File: src/rtl/canvas_cursor_ctrl.sv
// Cursor and paint-stroke controller: it synchronises, debounces and edge-detects the buttons, moves the cursor and issues pixel writes over valid/ready.
// Define CANVAS_WRAP_EN to make the cursor wrap at the grid edges; without it the cursor clamps.
module canvas_cursor_ctrl #(
   parameter int X_W        = 6,
   parameter int Y_W        = 6,
   parameter int X_MAX      = 63,
   parameter int Y_MAX      = 63,
   parameter int DEB_CYCLES = 4,
   parameter int CH_BITS    = 1
) (
   input  logic                   clk,
   input  logic                   rst_n,
   input  logic [3:0]             btn_n,
   input  logic [2:0]             rgb_sel,
   input  logic                   brush,
   output logic                   px_valid,
   input  logic                   px_ready,
   output logic [X_W-1:0]         px_x,
   output logic [Y_W-1:0]         px_y,
   output logic [3*CH_BITS-1:0]   px_color,
   output logic [X_W-1:0]         cur_x,
   output logic [Y_W-1:0]         cur_y,
   output logic [3:0]             btn_deb,
   output logic [7:0]             drop_cnt
);

`ifdef CANVAS_WRAP_EN
   localparam bit WRAP = 1'b1;
`else
   localparam bit WRAP = 1'b0;
`endif

   localparam int             CNT_W    = (DEB_CYCLES < 2) ? 1 : $clog2(DEB_CYCLES);
   localparam logic [CNT_W-1:0] CNT_LAST = CNT_W'(DEB_CYCLES - 1);
   localparam logic [X_W-1:0] X_LAST   = X_W'(X_MAX);
   localparam logic [Y_W-1:0] Y_LAST   = Y_W'(Y_MAX);

   logic [3:0]           r_btn_s1, r_btn_s2, r_btn_deb, r_btn_deb_q;
   logic [2:0]           r_rgb_s1, r_rgb_s2;
   logic                 r_brush_s1, r_brush_s2;
   logic [CNT_W-1:0]     r_cnt [4];
   logic [X_W-1:0]       r_cur_x, r_px_x;
   logic [Y_W-1:0]       r_cur_y, r_px_y;
   logic [3*CH_BITS-1:0] r_px_color;
   logic                 r_px_valid;
   logic [7:0]           r_drop_cnt;

   logic [3:0]           w_pulse;
   logic [X_W-1:0]       w_next_x;
   logic [Y_W-1:0]       w_next_y;
   logic                 w_move, w_slot_free, w_launch, w_drop;
   logic [3*CH_BITS-1:0] w_color;

   // Button bit order is {up, down, right, left}.
   assign w_pulse = r_btn_deb & ~r_btn_deb_q;

   // NOTE: every comb output gets a default first so no path can infer a latch.
   always_comb begin
      w_next_x = r_cur_x;
      w_next_y = r_cur_y;
      if (w_pulse[1] & ~w_pulse[0])
         w_next_x = (r_cur_x == X_LAST) ? (WRAP ? '0 : X_LAST) : r_cur_x + 1'b1;
      else if (w_pulse[0] & ~w_pulse[1])
         w_next_x = (r_cur_x == '0) ? (WRAP ? X_LAST : '0) : r_cur_x - 1'b1;
      if (w_pulse[2] & ~w_pulse[3])
         w_next_y = (r_cur_y == Y_LAST) ? (WRAP ? '0 : Y_LAST) : r_cur_y + 1'b1;
      else if (w_pulse[3] & ~w_pulse[2])
         w_next_y = (r_cur_y == '0) ? (WRAP ? Y_LAST : '0) : r_cur_y - 1'b1;
   end

   assign w_move      = (w_next_x != r_cur_x) | (w_next_y != r_cur_y);
   assign w_slot_free = ~r_px_valid | px_ready;
   assign w_launch    = w_move & w_slot_free;
   assign w_drop      = w_move & ~w_slot_free;
   assign w_color     = r_brush_s2 ? {{CH_BITS{r_rgb_s2[2]}}, {CH_BITS{r_rgb_s2[1]}},
                                      {CH_BITS{r_rgb_s2[0]}}} : '0;

   // NOTE: sequential state uses non-blocking assignments so every flop samples pre-edge values.
   always_ff @(posedge clk or negedge rst_n) begin
      if (!rst_n) begin
         r_btn_s1    <= '0;
         r_btn_s2    <= '0;
         r_rgb_s1    <= '0;
         r_rgb_s2    <= '0;
         r_brush_s1  <= 1'b0;
         r_brush_s2  <= 1'b0;
         r_btn_deb   <= '0;
         r_btn_deb_q <= '0;
         for (int i = 0; i < 4; i++) r_cnt[i] <= '0;
         r_cur_x     <= '0;
         r_cur_y     <= '0;
         r_px_x      <= '0;
         r_px_y      <= '0;
         r_px_color  <= '0;
         r_px_valid  <= 1'b0;
         r_drop_cnt  <= '0;
      end else begin
         r_btn_s1    <= ~btn_n;
         r_btn_s2    <= r_btn_s1;
         r_rgb_s1    <= rgb_sel;
         r_rgb_s2    <= r_rgb_s1;
         r_brush_s1  <= brush;
         r_brush_s2  <= r_brush_s1;
         r_btn_deb_q <= r_btn_deb;

         // A button flips only after DEB_CYCLES consecutive disagreeing samples.
         for (int i = 0; i < 4; i++) begin
            if (r_btn_s2[i] != r_btn_deb[i]) begin
               if (r_cnt[i] == CNT_LAST) begin
                  r_btn_deb[i] <= ~r_btn_deb[i];
                  r_cnt[i]     <= '0;
               end else begin
                  r_cnt[i] <= r_cnt[i] + 1'b1;
               end
            end else begin
               r_cnt[i] <= '0;
            end
         end

         if (w_launch) begin
            r_cur_x    <= w_next_x;
            r_cur_y    <= w_next_y;
            r_px_x     <= w_next_x;
            r_px_y     <= w_next_y;
            r_px_color <= w_color;
            r_px_valid <= 1'b1;
         end else if (px_ready) begin
            r_px_valid <= 1'b0;
         end

         if (w_drop && r_drop_cnt != 8'hFF)
            r_drop_cnt <= r_drop_cnt + 1'b1;
      end
   end

   assign px_valid = r_px_valid;
   assign px_x     = r_px_x;
   assign px_y     = r_px_y;
   assign px_color = r_px_color;
   assign cur_x    = r_cur_x;
   assign cur_y    = r_cur_y;
   assign btn_deb  = r_btn_deb;
   assign drop_cnt = r_drop_cnt;

endmodule

File: config.mk
export PLATFORM = sky130hd
export DESIGN_NAME = canvas_cursor_ctrl
export DESIGN_NICKNAME = d
export VERILOG_FILES = /design/src/rtl/canvas_cursor_ctrl.sv
export SDC_FILE = /design/constraint.sdc
export NUM_CORES = 1
export LEC_CHECK = 0
export ABC_AREA = 1
export CORE_ASPECT_RATIO = 1.25
export CORE_UTILIZATION = 48
export CTS_CLUSTER_DIAMETER = 120
export DETAILED_ROUTE_END_ITERATION = 8
export GPL_ROUTABILITY_DRIVEN = 0
export PLACE_DENSITY = 0.76
export SKIP_LAST_GASP = 1
export SYNTH_ARGS = -nofsm -noshare
export SYNTH_HDL_FRONTEND = slang
export SYNTH_SLANG_ARGS = --single-unit
File: constraint.sdc
create_clock -name clk -period 1.7 [get_ports clk]
set_input_delay 0.34 -clock clk [delete_from_list [all_inputs] [get_ports clk]]
set_output_delay 0.34 -clock clk [all_outputs]
set_load 0.01 [all_outputs]
==> results.md, run 1 <==
* Max-slew violation count at 0
* Fin worst setup slack at -0.216 ns
* Max_slew headroom at 58.6%
* Initial DRC Count at 127
* Layout cells sized above 1 at 32.5%
* FMAX at 522 MHz
* Top cells by area, synth: dfrtp_1 (47%), nand2_1 (13%), nand3_1 (6.8%)
* Hpwl dp at 4790 microns
* CTS Buf Count at 5
* Pwr dens at 2010 nW/um^2
* Area growth syn-to-layout at 44.1%
* Routed wire length at 7130 microns
* Register clock-pin slew on the reported worst setup and hold paths at 0.09 ns
* Post-synth top area share at 46.6%
* Count of final setup violators at 24
* Fin. Hold Viols at 0
* Critical path class: flop to flop
* Die footprint at 6590 sq um
* Max stage delay on crit path at 0.43 ns
* Failing checks: negative setup slack
* Drt first pass iters at 4
* Post-route setup TNS at -4.45 ns
* CP Buf/Inv Count at 2
* Initial antenna violation count at 0
* Post-Synthesis Net Count at 384
* Critical Path Sink Type: flop
* Worst path required time at 1.90 ns
* Via count at 2736
* Fraction of registers with async set/reset at 100%
* Gate Count Post-Synth at 362
* Vias in the first global route at 2620
* Post-synth EDFFs at 0
* Mapped cell area at 3010 sq um
* Die height at 90.5 microns
* GRT Util Overall at 22.0%
* Compound-Gate Fraction of Synth Area at 2.24%
* Synth unique cells at 26
* First-pass GRT wire length at 11300 microns
* Synth Register Bits at 56
* CP max stage cell: dfrtp_2
* Final Cycle Share at 113%
* Tmin final at 1.92 ns
* WHS at 0.00915 ns
* Critical path cell sequence: ha_4, nand2_2, nor2_4, nand2_2, nand2_2, inv_2, nand2_1, nand2_2, nand2_2, nand2_2, nor2_4, nand2_4, buf_6, nand3_1, nand2_1
* Post-layout nets at 488
* Worst hold path class: input port to asynchronous set/reset pin
* Synth Area in Simple Gates at 30.0%
* Leak pwr at 0.00230 uW
* Peak VDD IR at 1.22 mV
* Root Driver: clkbuf_8
* Top cell type by total area after synthesis: dfrtp_1
* GRT overflow at 0
* Number of diodes at 0
* Via density at 4.98
* Most common cell on crit path: nand2_2
* Skew-Pair Late Insertion Delay at 0.31 ns
* I/O Pins at 51
* # rows at 31
* Crit path launch type: flop
* Clock skew at 0.00767 ns
* Clock Path Buffers at 2
* Largest net degree at the start of global routing at 57
* R2r setup slk at -0.22 ns
* Status: complete, but fails checks
* Place WS at -0.173 ns
* Multiplexer share of the synthesized area at 0.374%
* Critical path's top delay family: simple AND/OR/NAND/NOR gates
* Slew @ Worst Pin at 0.620 ns
* CTS H-tree lvls at 2
* Port Buffers at 50
* CTS tree: yes
* Main combinational cell family by area after synthesis: simple AND/OR/NAND/NOR gates
* Synth Area in XOR/XNOR at 6.69%
* DRC viols at 0
* RSZ-0062 raised after global routing: yes
* Final ANT Viol Nets at 0
* Ys Warns at 0
* Core Area at 5930 sq um
* Initial core utilization at 50.7%
* Max Cap Violations at 0
* Final core utilization at 73.1%
* Maximum fanout along the worst path at 5
* WP data arrival at 2.12 ns
* Clock sinks at 56
* Sequential area share after synthesis at 46.6%
* Avg Cell Area, Syn at 8.32 sq um
* Ys flop type: dfrtp_1
* Mean routed wirelength per cell at 13.0 microns
* Chip width at 72.8 microns
* Adder-cell share of the synthesized area at 4.57%
cell type report:
type | instances | area [sq um]
clock buffers | 7 | 96.3
clock inverters | 1 | 30.0
fillers | 427 | 1600
inverters | 41 | 154
multi-input cells | 247 | 1540
flip-flops and latches | 56 | 1410
well taps | 82 | 103
repair buffers | 115 | 1010
Yosys cell counts (2+ instances only):
library cell / instances
inv_1: 35
xor2_1: 15
nor2_1: 22
or2_2: 2
nor2_4: 4
a21oi_1: 6
a22oi_1: 3
nand3_2: 2
nand2_2: 3
ha_1: 11
inv_2: 6
o21ai_0: 3
nand4_1: 2
buf_2: 3
nor2_2: 3
nand2_1: 107
xnor2_1: 8
dfrtp_1: 56
nand3b_1: 3
nand3_1: 41
buf_4: 14
nand2_4: 2
nor3_1: 8
per-layer routing:
| metal | wire (microns) | GRT usage [%] |
|---|---|---|
| met4 | 201 | 10.8 |
| met2 | 3810 | 38.8 |
| met3 | 163 | 3.79 |
| met5 | 0 | 0 |
| met1 | 2950 | 25.2 |
layout by cell type, fill, tap and decap left out, types with 2 or more instances in the layout:
cell type,Yosys,final
nor2_4,4,6
nand2_1,107,90
o21ai_0,3,3
clkbuf_8,0,7
xnor2_1,8,8
nand3b_1,3,3
nand3_2,2,18
dlygate4sd2_1,0,20
nand2_2,3,19
ha_1,11,7
clkdlybuf4s50_1,0,21
ha_4,0,3
a22oi_1,3,3
dfrtp_1,56,49
dlymetal6s2s_1,0,8
inv_2,6,12
nor3_1,8,8
a21oi_1,6,6
buf_4,14,60
nor2_1,22,19
nand3_1,41,24
inv_1,35,29
nand2_4,2,3
nor2_2,3,4
dfrtp_2,0,7
buf_6,1,4
nand4_1,2,2
xor2_1,15,15
or2_2,2,2
stage by stage:
step           cell area, sq um  instances  power [uW]
5_1_grt                    4340        549        9350
3_3_place_gp               3900        526        6820
3_5_place_dp               3900        526        6950
4_1_cts                    4090        542        7980
2_1_floorplan              3050        362        5000
6_report                   4340        549        8700
final timing paths:
check | startpoint | endpoint | cells after the start
worst min register to register | r_btn_s1[3] | r_btn_s2[3] | 0
worst min-delay path | rst_n | r_btn_s2[3] | 2
worst max-delay path | px_y[1] | drop_cnt[5] | 15
min in group clk | r_btn_s1[3] | r_btn_s2[3] | 0
worst max register to register | px_y[1] | drop_cnt[5] | 15
max in group asynchronous | rst_n | drop_cnt[5] | 2
timing repair:
action / 4_1_cts / 5_1_grt
setup buffers: 7 / 7
hold buffers: 0 / 0
cloned: 1 / 0
pin swaps: 2 / 26
setup endpoints to repair: 46 / 35
gates resized for setup: 29 / 55
cell families (layout without fill, tap and decap cells):
kind of cell             Yosys count  after routing
AND/OR/NAND/NOR                  199            200
buffers and inverters             60            164
flip-flops                        56             56
XOR/XNOR                          23             23
AO/OA/AOI/OAI                     12             12
adder cells (fa/ha/maj)           11             11
multiplexers                       1              1
registers in the layout (all words and copies together), names as in the netlist:
signal,count
r_btn_deb_q,4
r_brush_s2,1
r_cnt,8
r_rgb_s2,3
r_brush_s1,1
px_valid,1
r_btn_s2,4
px_y,6
r_rgb_s1,3
drop_cnt,8
px_color,3
btn_deb,4
px_x,6
r_btn_s1,4
power by group:
group          internal, uW  switching [uW]
clock network           519             402
logic                  2640            3010
registers              1770             366
No activity file was read; power rests on OpenSTA's default activity.
==> run 2, diff against run 1 <==
Settings changed: CORE_UTILIZATION 48 to 53, PLACE_DENSITY 0.76 to 0.8.
Clock period 1.7 ns to 2.1 ns, I/O delays scaled along.
==> run 2 against run 1 <==
Against the previous run:
- maximum frequency is 5.9% lower
- wire length is 9.2% lower
- clock skew is 0.00076 ns higher
- setup slack better by 0.28 ns
- highest routed layer unchanged
- sequential cell count stayed put
- non-clock buffer count is 46 lower
- the flow now finishes without violations
- sequential share of layout area is 4.3 points higher
- power is 29% lower
- hold slack better by 0.053 ns
- clock power is 36% lower
==> results.md, run 2 (same netlist as run 1, synthesis figures left out) <==
* Pwr dens at 1620 nW/um^2
* Worst flop-to-flop path startpoint: px_y[0]
* Die height at 86.3 microns
* CTS Buf Count at 5
* Final Cycle Share at 97.0%
* Skew-Pair Late Insertion Delay at 0.30 ns
* Maximum fanout along the worst path at 8
* Final core utilization at 70.3%
* WP data arrival at 2.28 ns
* Commonest cells after routing, fill and taps aside: nand2_1 (99), dfrtp_1 (51), clkdlybuf4s50_1 (49)
* Post-layout nets at 444
* Mean routed wirelength per cell at 13.3 microns
* Largest net degree at the start of global routing at 37
* Critical path class: flop to flop
* Final ANT Viol Nets at 0
* Area growth syn-to-layout at 27.1%
* Peak VDD IR at 0.732 mV
* Number of diodes at 0
* GRT Util Overall at 21.3%
* Worst path required time at 2.34 ns
* Leak pwr at 0.00190 uW
* Most common cell after layout, fill and taps aside: nand2_1
* RSZ-0062 raised after global routing: yes
* Root Driver: clkbuf_8
* Initial core utilization at 55.3%
* Non-Filler Instances at 487
* Hpwl dp at 4550 microns
* Worst Reg2Reg Path Length in Cells at 15
* CTS H-tree lvls at 2
* First-pass GRT wire length at 10300 microns
* Worst hold path class: input port to asynchronous set/reset pin
* Drt first pass iters at 4
* # rows at 30
* R2R Path End: drop_cnt[2]
* I/O Pins at 51
* Core Area at 5440 sq um
* Initial antenna violation count at 0
* DRC viols at 0
* Critical Path Sink Type: flop
* Via count at 2549
* Tmin final at 2.04 ns
* Chip width at 69.4 microns
* Placed cells at 472
* Via density at 5.23
* CTS tree: yes
* Max-slew violation count at 0
* GRT overflow at 0
* Clock sinks at 56
* Clock Path Buffers at 2
* FMAX at 491 MHz
* Layout cells sized above 1 at 16.8%
* Fin worst setup slack at 0.0633 ns
* Port Buffers at 50
* Fin. Hold Viols at 0
* Count of final setup violators at 0
* Max_slew headroom at 68.4%
* Post-CTS Hold Buffers at 0
* Initial DRC Count at 205
* R2r setup slk at 0.06 ns
* Slew @ Worst Pin at 0.474 ns
* Routed wire length at 6470 microns
* Die footprint at 5990 sq um
* Max Cap Violations at 0
* Status: finished, final reports clean
* Vias in the first global route at 2318
* Clock skew at 0.00843 ns
* WHS at 0.0622 ns
* Place WS at -0.00376 ns
* Crit path launch type: flop
* Register clock-pin slew on the reported worst setup and hold paths at 0.10 ns
-- run 2: cell count changes in the layout (fill, tap and decap cells not counted), sizes merged --
cell / change
clkbuf: -1
nand2: +2
dlymetal6s2s: -8
buf: -46
inv: +2
clkdlybuf4s50: +28
dlygate4sd2: -20
bufinv: -1
-- run 2: critical path: stages (launching register included) --
cell and delay (ns):
dfrtp_2 0.46, ha_4 0.16, nand2_2 0.07, nor2_4 0.14, nand2_2 0.07, nand2_2 0.07
inv_2 0.05, nand2_1 0.08, nand2_2 0.08, nand2_2 0.08, nand2_2 0.06, nor2_4 0.24
nand2_8 0.15, nand2_8 0.13, nand2_1 0.07, nand2_1 0.07
-- run 2: final cells by class --
type | count | area [sq um]
Tap cell | 64 | 80.1
Sequential cell | 56 | 1410
Inverter | 41 | 154
Clock buffer | 6 | 72.6
Fill cell | 428 | 1620
Clock inverter | 2 | 17.5
Multi-Input combinational cell | 249 | 1440
Timing Repair Buffer | 69 | 651
-- run 2: layer usage --
| layer | vias up | GRT usage [%] | part of all wire, % |
|---|---|---|---|
| li1 | 1244 | - | - |
| met1 | 1223 | 26.4 | 40 |
| met2 | 72 | 37.2 | 55 |
| met3 | 10 | 3.37 | 4.0 |
| met4 | 0 | 8.35 | 1.3 |
| met5 | - | 0 | 0 |
-- run 2: worst max path at each step --
| stage | slack (ns) | cells after the start | start | endpoint |
|---|---|---|---|---|
| global route | -0.05 | 15 | px_y[0] | drop_cnt[2] |
| finish | 0.06 | 15 | px_y[0] | drop_cnt[2] |
| floorplan | 0.18 | 13 | px_x[0] | px_x[5] |
| detailed placement | -0.004 | 15 | px_y[0] | px_y[3] |
| CTS | -0.002 | 15 | px_y[0] | px_y[3] |
| global placement | 0.09 | 15 | px_y[0] | px_y[1] |
-- run 2: timing repair --
item	4_1_cts	5_1_grt
resized for setup	2	24
buffers inserted	0	4
endpoints found under the setup margin	24	24
pin swaps	0	8
cloned	0	3
-- run 2: where the power goes --
group | switching, uW | internal (uW)
registers | 391 | 1430
clock network | 349 | 245
logic | 2130 | 1660
-- run 2: stage by stage --
step                area (sq um)  TNS (ns)  power [uW]
floorplan                   3010         0        3960
global placement            3580         0        4950
detailed placement          3580  -0.00525        5070
CTS                         3670  -0.00323        5690
global route                3830    -0.578        6730
finish                      3830         0        6210
==> run 3, diff against run 2 <==
Settings changed: CORE_ASPECT_RATIO 1.25 to 2, GPL_TIMING_DRIVEN set to 0.
==> run 3 against run 2 <==
Against the previous run:
- die area rose by 0.27%
- register-to-register slack improved by 0.02 ns
- first-iteration DRC count fell by 68%
- non-clock buffer count rose by 14
- maximum frequency rose by 0.85%
- power fell by 0.76%
- clock skew rose by 0.0046 ns
- wire length fell by 3.1%
- core utilization rose by 0.43 points
- count of clock-buffer cells in the layout fell by 1
- sequential share of layout area fell by 0.43 points
- highest routed layer unchanged
==> results.md, run 3 (same netlist as run 1, synthesis figures left out) <==
* GRT overflow at 0
* Final core utilization at 70.7%
* Most common cell after layout, fill and taps aside: nand2_1
* Chip width at 55.3 microns
* Root Driver: clkbuf_8
* Final Cycle Share at 96.2%
* Worst path required time at 2.29 ns
* DRC viols at 0
* Critical path class: flop to flop
* Crit path launch type: flop
* I/O Pins at 51
* Worst hold path class: input port to asynchronous set/reset pin
* Vias in the first global route at 2451
* Largest net degree at the start of global routing at 34
* Hpwl dp at 4550 microns
* Initial DRC Count at 66
* Pwr dens at 1590 nW/um^2
* CTS Buf Count at 5
* Clock skew at 0.0130 ns
* Clock Path Buffers at 2
* First-pass GRT wire length at 9980 microns
* # rows at 38
* FMAX at 495 MHz
* Final ANT Viol Nets at 0
* Leak pwr at 0.00196 uW
* Commonest cells after routing, fill and taps aside: nand2_1 (104), dfrtp_1 (52), clkdlybuf4s50_1 (49)
* Pint at 3480 uW
* Max Cap Violations at 0
* CTS tree: yes
* Clock power frac at 9.8%
* Maximum fanout along the worst path at 7
* Post-route setup TNS at 0 ns
* GRT Util Overall at 21.1%
* Worst Reg2Reg Path Length in Cells at 13
* Fin. Hold Viols at 0
* Non-Filler Instances at 494
* WP data arrival at 2.21 ns
* Drt first pass iters at 4
* Number of diodes at 0
* Die footprint at 6000 sq um
* Port Buffers at 50
* Post-layout nets at 455
* Peak VDD IR at 1.04 mV
* Tot Pwr at 6160 uW
* Area growth syn-to-layout at 28.5%
* Initial core utilization at 55.1%
* Slew @ Worst Pin at 0.534 ns
* Comb power frac at 60.5%
* Routed wire length at 6270 microns
* Via density at 5.23
* Placed cells at 473
* Skew-Pair Late Insertion Delay at 0.32 ns
* Die height at 109 microns
* Register clock-pin slew on the reported worst setup and hold paths at 0.11 ns
* Count of final setup violators at 0
* Tmin final at 2.02 ns
* CTS H-tree lvls at 2
* Psw at 2680 uW
* Status: finished, final reports clean
* Via count at 2584
* Layout cells sized above 1 at 17.7%
* Critical Path Sink Type: flop
* WHS at 0.0612 ns
* Core Area at 5470 sq um
* Max_slew headroom at 64.4%
* Switching share of total power at 43.6%
* Mean routed wirelength per cell at 12.7 microns
* Max-slew violation count at 0
* Reg power frac at 29.6%
* Post-CTS Hold Buffers at 0
* Initial antenna violation count at 0
* Clock sinks at 56
==> run 3: worst max-delay path, stage by stage, from the launching register on <==
cell and delay [ns]:
dfrtp_2 0.45, inv_2 0.09, ha_1 0.30, inv_1 0.10
nand3_1 0.08, nand2_1 0.09, nand2_1 0.07, nand2_1 0.06
nand2_1 0.06, nor2_2 0.15, nand2_4 0.13, nand2_8 0.11
clkbuf_16 0.15, nand2_1 0.05
==> run 3: path summary, 6_finish.rpt <==
check	start	end	slack, ns
max reg2reg	px_x[0]	px_valid	0.08
min in group clk	r_brush_s1	r_brush_s2	0.36
max	px_x[0]	px_valid	0.08
min	rst_n	px_x[5]	0.06
max in group asynchronous	rst_n	px_y[0]	1.47
min reg2reg	r_brush_s1	r_brush_s2	0.36
==> run 3: layout make-up <==
class / instances / area (sq um)
inverters: 41 / 156
clock inverters: 3 / 22.5
well taps: 60 / 75.1
fillers: 457 / 1600
multi-input cells: 246 / 1360
clock buffers: 5 / 68.8
flip-flops and latches: 56 / 1410
plain buffers: 19 / 151
repair buffers: 64 / 631
==> run 3: what timing repair did <==
| action | 4_1_cts | 5_1_grt |
|---|---|---|
| setup buffers | 0 | 12 |
| endpoints found under the setup margin | 21 | 24 |
| pin swaps | 0 | 3 |
| resized for setup | 5 | 19 |
| cloned | 0 | 1 |
==> run 3: per-stage QoR <==
step                      area, sq um  setup slack [ns]
after floorplan                  3010             0.185
after global placement           3590             -1.00
after detailed placement         3600            -0.117
after CTS                        3700           0.00475
after global routing             3870           -0.0123
final                            3870            0.0804
==> run 3: routing by layer <==
layer / GRT usage, % / up-vias / share of wire (%)
li1: - / 1263 / -
met2: 42.0 / 66 / 57
met1: 20.7 / 1246 / 38
met3: 2.87 / 9 / 3.1
met4: 10.0 / 0 / 1.9
met5: 0 / - / 0
==> run 3: power by group through the flow <==
| stage | clock (uW) | combinational, uW | sequential [uW] |
|---|---|---|---|
| 2_1_floorplan | 0 | 2120 | 1840 |
| 3_3_place_gp | 0 | 3210 | 1810 |
| 3_5_place_dp | 0 | 3320 | 1820 |
| 4_1_cts | 619 | 3340 | 1810 |
| 5_1_grt | 656 | 4100 | 1880 |
| 6_report | 606 | 3730 | 1830 |
